--- src/rtl/image_result_tx.sv ---
// ---------------------------------------------------------------------------
// image_result_tx
//
// Serialises one classification result plus a binary hand mask to a
// Raspberry Pi over two GPIO lines (a slow serial clock and a data line).
// A frame is a 0xA5 sync byte, then the class byte {6'b0, class_id}, both
// MSB first, then every image pixel, starting at row 0 col 0 with the
// column index changing fastest. Each bit occupies 2*CLK_DIV fpga_clk
// cycles: tx_clk is low for CLK_DIV cycles and then high for CLK_DIV
// cycles. The Pi samples tx_data on the rising edge of tx_clk.
//
// Ports
//   i_fpga_clk      sole clock, all logic on its rising edge
//   i_rst           synchronous active-high reset
//   i_start         request one frame (accepted only while idle)
//   i_image         LENGTH*WIDTH mask, pixel (r,c) at bit r*WIDTH+c
//   i_class_id      0 rock, 1 paper, 2 scissors, 3 none
//   o_busy          high while a frame is in progress
//   o_done          one-cycle pulse when a frame completes
//   o_tx_clk        serial clock to the Pi
//   o_tx_data       serial data to the Pi
//   o_frame_active  high from the first bit until the last bit's high phase ends
// ---------------------------------------------------------------------------
module image_result_tx #(
   parameter int LENGTH  = 30,
   parameter int WIDTH   = 30,
   parameter int CLK_DIV = 1000
) (
   input  logic                      i_fpga_clk,
   input  logic                      i_rst,
   input  logic                      i_start,
   input  logic [LENGTH*WIDTH-1:0]   i_image,
   input  logic [1:0]                i_class_id,
   output logic                      o_busy,
   output logic                      o_done,
   output logic                      o_tx_clk,
   output logic                      o_tx_data,
   output logic                      o_frame_active
);

   localparam int NPIX   = LENGTH * WIDTH;
   localparam int TOTAL  = 16 + NPIX;
   localparam int CNT_W  = $clog2(TOTAL);
   localparam int HALF_W = (CLK_DIV > 1) ? $clog2(CLK_DIV) : 1;

   localparam logic [CNT_W-1:0]  LAST_BIT    = CNT_W'(TOTAL - 1);
   localparam logic [CNT_W-1:0]  CLASS_START = CNT_W'(8);
   localparam logic [CNT_W-1:0]  IMAGE_START = CNT_W'(16);
   localparam logic [HALF_W-1:0] HALF_LAST   = HALF_W'(CLK_DIV - 1);
   localparam logic [7:0]        SYNC_BYTE   = 8'hA5;

   typedef enum logic [2:0] {
      IDLE,
      SYNC,
      CLASS,
      IMAGE,
      FINISH
   } state_t;

   state_t                r_state;
   logic [HALF_W-1:0]     r_halfCnt;
   logic [CNT_W-1:0]      r_bitCnt;
   logic                  r_txClk;
   logic                  r_txData;
   logic                  r_frameActive;
   logic                  r_busy;
   logic                  r_done;
   logic [NPIX-1:0]       r_image;
   logic [1:0]            r_classId;

   state_t                w_nextState;
   logic [HALF_W-1:0]     w_nextHalfCnt;
   logic [CNT_W-1:0]      w_nextBitCnt;
   logic                  w_nextTxClk;
   logic                  w_nextTxData;
   logic                  w_nextFrameActive;
   logic                  w_nextBusy;
   logic                  w_nextDone;
   logic                  w_capture;
   logic [CNT_W-1:0]      w_nextIdx;
   logic [TOTAL-1:0]      w_frameBits;

   // The whole frame laid out so that vector bit k is transmitted k-th.
   // The sync byte 0xA5 (1010_0101) is a bit palindrome, so its MSB-first
   // order equals its natural bit order. The class byte is reversed by
   // hand: class_id[1] goes out as frame bit 14 and class_id[0] as bit 15.
   // Image bit r*WIDTH+c is already in row-major, column-fastest order.
   assign w_frameBits = {r_image, r_classId[0], r_classId[1], 6'b0, SYNC_BYTE};

   assign w_nextIdx   = r_bitCnt + CNT_W'(1);

   // Next-state and next-output logic. All outputs are registered so the
   // GPIO pins never glitch; each branch therefore describes what the pins
   // should show in the following cycle.
   always_comb begin
      w_nextState       = r_state;
      w_nextHalfCnt     = r_halfCnt;
      w_nextBitCnt      = r_bitCnt;
      w_nextTxClk       = r_txClk;
      w_nextTxData      = r_txData;
      w_nextFrameActive = r_frameActive;
      w_nextBusy        = r_busy;
      w_nextDone        = 1'b0;
      w_capture         = 1'b0;

      case (r_state)
         IDLE: begin
            w_nextHalfCnt     = '0;
            w_nextBitCnt      = '0;
            w_nextTxClk       = 1'b0;
            w_nextTxData      = 1'b0;
            w_nextFrameActive = 1'b0;
            w_nextBusy        = 1'b0;
            if (i_start) begin
               // The first bit is always the sync MSB, so it can be driven
               // before the shadow registers have been loaded.
               w_capture         = 1'b1;
               w_nextState       = SYNC;
               w_nextTxData      = SYNC_BYTE[7];
               w_nextFrameActive = 1'b1;
               w_nextBusy        = 1'b1;
            end
         end

         SYNC, CLASS, IMAGE: begin
            if (r_halfCnt == HALF_LAST) begin
               w_nextHalfCnt = '0;
               if (!r_txClk) begin
                  w_nextTxClk = 1'b1;
               end else if (r_bitCnt == LAST_BIT) begin
                  w_nextState       = FINISH;
                  w_nextTxClk       = 1'b0;
                  w_nextTxData      = 1'b0;
                  w_nextFrameActive = 1'b0;
                  w_nextBusy        = 1'b0;
                  w_nextDone        = 1'b1;
               end else begin
                  // End of a high phase: tx_clk falls and the next bit is
                  // presented in the same cycle, so data is always settled
                  // a full low phase before the Pi samples it.
                  w_nextBitCnt = w_nextIdx;
                  w_nextTxClk  = 1'b0;
                  w_nextTxData = w_frameBits[w_nextIdx];
                  if (w_nextIdx < CLASS_START) begin
                     w_nextState = SYNC;
                  end else if (w_nextIdx < IMAGE_START) begin
                     w_nextState = CLASS;
                  end else begin
                     w_nextState = IMAGE;
                  end
               end
            end else begin
               w_nextHalfCnt = r_halfCnt + HALF_W'(1);
            end
         end

         FINISH: begin
            w_nextState       = IDLE;
            w_nextHalfCnt     = '0;
            w_nextBitCnt      = '0;
            w_nextTxClk       = 1'b0;
            w_nextTxData      = 1'b0;
            w_nextFrameActive = 1'b0;
            w_nextBusy        = 1'b0;
         end

         default: begin
            w_nextState = IDLE;
         end
      endcase
   end

   // State and output registers; reset wins over everything, including a
   // start request in the same cycle and a frame in progress.
   always_ff @(posedge i_fpga_clk) begin
      if (i_rst) begin
         r_state       <= IDLE;
         r_halfCnt     <= '0;
         r_bitCnt      <= '0;
         r_txClk       <= 1'b0;
         r_txData      <= 1'b0;
         r_frameActive <= 1'b0;
         r_busy        <= 1'b0;
         r_done        <= 1'b0;
      end else begin
         r_state       <= w_nextState;
         r_halfCnt     <= w_nextHalfCnt;
         r_bitCnt      <= w_nextBitCnt;
         r_txClk       <= w_nextTxClk;
         r_txData      <= w_nextTxData;
         r_frameActive <= w_nextFrameActive;
         r_busy        <= w_nextBusy;
         r_done        <= w_nextDone;
      end
   end

   // Shadow copies of the inputs, loaded only when a frame is accepted so
   // that later changes on the input pins cannot corrupt the frame.
   always_ff @(posedge i_fpga_clk) begin
      if (i_rst) begin
         r_image   <= '0;
         r_classId <= '0;
      end else if (w_capture) begin
         r_image   <= i_image;
         r_classId <= i_class_id;
      end
   end

   assign o_busy         = r_busy;
   assign o_done         = r_done;
   assign o_tx_clk       = r_txClk;
   assign o_tx_data      = r_txData;
   assign o_frame_active = r_frameActive;

endmodule

--- config.mk ---
export PLATFORM = sky130hd
export DESIGN_NAME = image_result_tx
export DESIGN_NICKNAME = d
export VERILOG_FILES = /design/src/rtl/image_result_tx.sv
export SDC_FILE = /design/constraint.sdc
export NUM_CORES = 2
export LEC_CHECK = 0
export ABC_AREA = 1
export ABC_CLOCK_PERIOD_IN_PS = 3150
export CORE_AREA = 3 3 353 355
export CTS_CLUSTER_SIZE = 12
export DETAILED_ROUTE_END_ITERATION = 12
export DIE_AREA = 0 0 356 358
export SLEW_MARGIN = 20
export SYNTH_ARGS = -nofsm -noshare
export SYNTH_HDL_FRONTEND = slang
export SYNTH_SLANG_ARGS = --single-unit
--- constraint.sdc ---
create_clock -name i_fpga_clk -period 3.15 [get_ports i_fpga_clk]
set_input_delay 0.63 -clock i_fpga_clk [delete_from_list [all_inputs] [get_ports i_fpga_clk]]
set_output_delay 0.63 -clock i_fpga_clk [all_outputs]
set_load 0.005 [all_outputs]
Yosys cells after proc, flatten, opt, wreduce, memory -nomap -nowiden

Index checks and enable logic that the tools add are counted.

Memories kept: 0
RAM bits: 0
Bits in registers: 929
Word-level logic and storage cells: 68
ROM bits: 0
Latch bits: 0
Input port bits: 905
Output and inout bits: 5

Add/sub/neg operators: 2
Multipliers: 0
Multiplexer cells: 29
Div/mod/pow operators: 0
Shift-type cells: 0
Bitwise operators: 3
Reduce and logical (&&, ||, !) cells: 11
$lt $le $gt $ge: 3
Equal/unequal tests: 11

Operators by type and width:

| kind                    | count |
|---|---|
| $mux W10                | 4 |
| $pmux W10 S2            | 2 |
| $add A10 B1 Y10 const B | 2 |
| $eq A10 B10 Y1 const B  | 2 |
| $mux W1                 | 13 |
| $mux W3                 | 4 |
| $lt A10 B11 Y1 const B  | 1 |
| $bmux W1 S10            | 1 |
| $lt A10 B4 Y1 const B   | 1 |
| $lt A10 B5 Y1 const B   | 1 |
| $ne A2 B2 Y1 const B    | 5 |
| $reduce_and A4 Y1       | 2 |
| $eq A3 B2 Y1 const B    | 2 |
| $pmux W1 S3             | 2 |
| $pmux W3 S2             | 1 |
| $reduce_and A3 Y1       | 2 |
| $reduce_or A4 Y1        | 1 |
| $eq A3 B1 Y1 const B    | 1 |
| $eq A3 B3 Y1 const B    | 1 |
| $logic_not A3 Y1        | 1 |
| $not A1 Y1              | 3 |
| $reduce_bool A3 Y1      | 1 |
| $reduce_or A3 Y1        | 1 |
| $mux W2                 | 1 |
| 4 further kinds         | 4 |

Depth between registers and ports, before layout

Depth in word-level cells: 8
Gate-level depth with buffers: 21

Least setup slack after synthesis

OpenSTA, ideal clock, no wires.

Path kind: reg-to-reg
Start: reg r_bitCnt[1]
End: reg r_txData, in the netlist o_tx_data
Data arrival time: 2.177 ns
Library setup time: 0.066 ns
Cell stages (with the launch flop): 20
Data required time: 3.084 ns
Period minus slack after synthesis: 2.243 ns
Setup slack: 0.907 ns
Path through: dfxtp_1 ha_1 buf_2 inv_1 buf_2 clkbuf_1 o211ai_1 nand3_1 nand3_1 nand2_1 nand2_1 nand2_1 inv_1 a21oi_1 nor2_1 nand2_1 nand3_1 nand2_1 nand2_1 a21oi_2

Longest elaborated chain between the ends: 7

Ends and longest elaborated chain:

| item                          | line | RTL |
|---|---|---|
| from (decl)                   | 62   | `logic [CNT_W-1:0] r_bitCnt;` |
| from (signal assigned)        | 188  | `r_bitCnt <= w_nextBitCnt;` |
| $add A10 B1 Y10               | 90   | `assign w_nextIdx = r_bitCnt + CNT_W'(1);` |
| $bmux W1 S10                  | 143  | `w_nextTxData = w_frameBits[w_nextIdx];` |
| $mux W1 (not written as such) | 143  |  |
| $mux W1 *                     | 130  | `end else if (r_bitCnt == LAST_BIT) begin` |
| $mux W1 *                     | 128  | `if (!r_txClk) begin` |
| $mux W1 *                     | 126  | `if (r_halfCnt == HALF_LAST) begin` |
| $pmux W1 S3 *                 | 106  | `case (r_state)` |
| to (signal assigned)          | 190  | `r_txData <= w_nextTxData;` |
| to (decl)                     | 64   | `logic r_txData;` |

Every way passes the cells marked *; elsewhere a longest branch is shown, timed or not. The select of a mux whose other input is x is not followed.
A chain may end at the register's enable or synchronous reset.

Final worst setup path

Start: reg r_bitCnt[0]
End: reg r_txData, in the netlist o_tx_data

Same word-level chain as after synthesis.

==> results.py <==
metrics = {
    "run_status": {
        "status": "completed",
    },
    "clock_tree": {
        "clk_latency_ns": 0.68,
        "clk_path_buf_depth": 3,
        "cts_root_buf": "clkbuf_16",
        "post-cts-setup-buffers": 0,
        "clk_pin_slew_ns": 0.06,
        "numCtsBuffers": 104,
        "htreeDepth": 3,
        "cts.sinks": 929,
        "cts_tree": "yes",
    },
    "place": {
        "hpwl_um": 122000,
        "gp_congestion": 0.899,
        "io_buffers": 909,
    },
    "critical_path": {
        "crit_arrival_ns": 3.57,
        "crit_path_start_kind": "flip-flop",
        "crit_path_frequent_cell": "nand2_1",
        "max_stage_delay_ns": 0.43,
        "cp_max_fo": 127,
        "cp_cell_sequence": "buf_12 > buf_16 > o21ai_0 > o21ai_0 > nand2_1 > nand2_1 > nor2_1 > nor2_1 > nor2_1 > nand2_1 > nand3_1 > nand2_1 > nand2_1 > nand2_1 > nand2_1 > a21oi_2",
        "cp-end-kind": "flip-flop",
        "critical_path_class": "reg -> reg",
        "required_ns": 3.77,
        "cp_slowest_cell": "dfxtp_4",
    },
    "timing": {
        "slew_violations": 0,
        "worst_pin_slew_ns": 0.940,
        "fmax_mhz": 338,
        "fin_crit_sh": 0.939,
        "finalSetupViolations": 0,
        "grt_setup_unrepaired": "no",
        "finalSetupTns_ns": 0,
        "relSlewSlack": 0.374,
        "fin_worst_skew_ns": 0.0176,
        "hold_viol_final": 0,
        "fin_crit_ns": 2.96,
    },
    "route": {
        "via_per_inst": 5.17,
        "num_vias": 42600,
        "wl_per_cell_um": 20.7,
        "antenna_left": 0,
        "wl_um": 171000,
        "drcViolationCount": 0,
        "drt_iter0_markers": 4028,
        "drtPass1Iterations": 6,
    },
    "synthesis": {
        "synth_cell_types": 38,
        "syn-cell-area_mm2": 0.0409,
        "synth_seq_cells": 929,
        "synth_fp_nets": 6734,
        "yosys.area.top_type": "dfxtp_1",
        "yosys-top-cells-area": "dfxtp_1, o21ai_0, a21oi_1",
        "synthCells": 5827,
        "yosysSeqAreaShare": 0.455,
        "synth_edf_count": 0,
        "yosys.area.top_type_share": 0.455,
        "async_flop_share": 0,
        "dominantRegCellSynth": "dfxtp_1",
        "synth.avg_cell_area_um2": 7.02,
        "ys_warn_count": 0,
    },
    "cells_and_area": {
        "fill_cells": 12300,
        "final_layout_size_suffix_gt1_frac": 0.0551,
        "seqCellArea_mm2": 0.0186,
        "multi_input_area_mm2": 0.0182,
        "syn_to_final_growth_pct": 36.5,
        "final_net_count": 7423,
    },
    "worst_hold_path": {
        "hold_path_class": "reg -> reg",
    },
    "floorplanning": {
        "rows": 128,
        "dieArea_mm2": 0.127,
        "fp.dieH_um": 358,
        "initial_utilization": 0.336,
        "pin_count": 910,
        "dieWidth_um": 356,
        "core_region_area_mm2": 0.122,
    },
    "run": {
        "drv_cap": 0,
    },
    "pwr": {
        "power_uw": 35600,
        "power.density_mw_per_mm2": 637,
        "p_leak_uw": 0.0218,
        "ir_worst_vdd_uv": 466,
    },
    "global_route": {
        "grt_antenna_before_repair": 29,
        "grt_usage": 0.254,
        "grt_pass1_vias": 40900,
        "grt_pass1_wl_um": 250000,
        "grt_overflow": 0,
        "grt_max_degree": 180,
    },
}
==> cells by family after synthesis <==
logic type               synth area share
AO/OA/AOI/OAI                       0.259
XOR/XNOR                          0.00153
adder cells (fa/ha/maj)          0.000611
buffers and inverters               0.101
flip-flops                          0.455
AND/OR/NAND/NOR                     0.183
==> critical path, delay by kind of cell, from the launching register on <==
family	cells	cell delay, ns
AOI/OAI and AO/OA	3	0.47
buffers and inverters	2	0.80
DFF	1	0.43
and+or+nand+nor	11	1.07
==> state kept, by name, summed over array words and instances, names as in the netlist <==
| register | cells |
|---|---|
| r_state | 3 |
| o_tx_data | 1 |
| o_done | 1 |
| r_bitCnt | 10 |
| r_halfCnt | 10 |
| o_tx_clk | 1 |
| r_classId | 2 |
| r_image | 900 |
| o_busy | 1 |
==> cell usage after synthesis, types with 2 or more instances <==
cell type     n
ha_1          2
o21ai_0    1086
o211ai_1    215
a21oi_1     686
xor2_1        4
o31ai_1       2
a211oi_1      2
buf_1        24
nor3_1        7
clkbuf_1    358
nand4_1       8
buf_4         8
nor2_1      835
nand3_1     440
dfxtp_1     929
inv_1       551
buf_2       106
nand2_1     539
inv_2         5
nor4_1        2
==> per-stage QoR <==
stage               setup WS, ns   util  instance area, um^2  hold WS [ns]  instances
global placement           0.109  0.428                52200         0.435       8034
detailed placement         0.175  0.428                52200         0.434       8034
finish                     0.192  0.459                55800         0.442       8240
floorplan                  0.907      -                40900         0.420       5827
global route             0.00553  0.459                55800         0.466       8233
CTS                        0.154  0.458                55800         0.444       8226
==> final timing paths <==
| kind | start | end | slack [ns] | cells past startpoint |
|---|---|---|---|---|
| min reg2reg | r_image[456] | r_image[456] | 0.44 | 2 |
| min | r_image[456] | r_image[456] | 0.44 | 2 |
| max | r_bitCnt[0] | o_tx_data | 0.19 | 16 |
| max reg2reg | r_bitCnt[0] | o_tx_data | 0.19 | 16 |
==> power breakdown <==
part | internal [uW] | switching, uW | total, uW
Sequential | 13200 | 586 | 13800
Combinational | 3510 | 5410 | 8920
Clock | 7640 | 5200 | 12800
Total | 24400 | 11200 | 35600
==> cell usage in the layout, fill, tap and decap left out, drive strengths merged, types with 2 or more instances in the layout <==
| master | count |
|---|---|
| a211oi | 2 |
| a21oi | 687 |
| buf | 170 |
| bufinv | 10 |
| clkbuf | 154 |
| clkdlybuf4s50 | 909 |
| clkinv | 19 |
| clkinvlp | 4 |
| dfxtp | 929 |
| diode | 13 |
| ha | 2 |
| inv | 563 |
| nand2 | 540 |
| nand3 | 440 |
| nand4 | 8 |
| nor2 | 837 |
| nor3 | 7 |
| nor4 | 2 |
| o211ai | 215 |
| o21ai | 1088 |
| o31ai | 2 |
| xor2 | 5 |
==> per-layer routing <==
layer	global-route usage	wire length (um)	vias to the layer above
li1	-	-	20700
met1	0.328	73200	20000
met2	0.421	80100	1538
met3	0.0471	11400	297
met4	0.0935	5960	30
met5	0	191	-
==> cell type report <==
type	count	share of cell area
Sequential cell	929	0.333
Multi-Input combinational cell	3844	0.326
Inverter	557	0.0380
Timing Repair Buffer	1080	0.201
Antenna cell	13	0.000583
Clock buffer	153	0.0553
Tap cell	1625	0.0364
Clock inverter	39	0.00943
==> timing repair <==
action / 4_1_cts / 5_1_grt
endpoints found under the setup margin: 0 / 1
hold buffers: 0 / 0
gates resized for setup: 0 / 3
(Power assumes the default switching activity.)
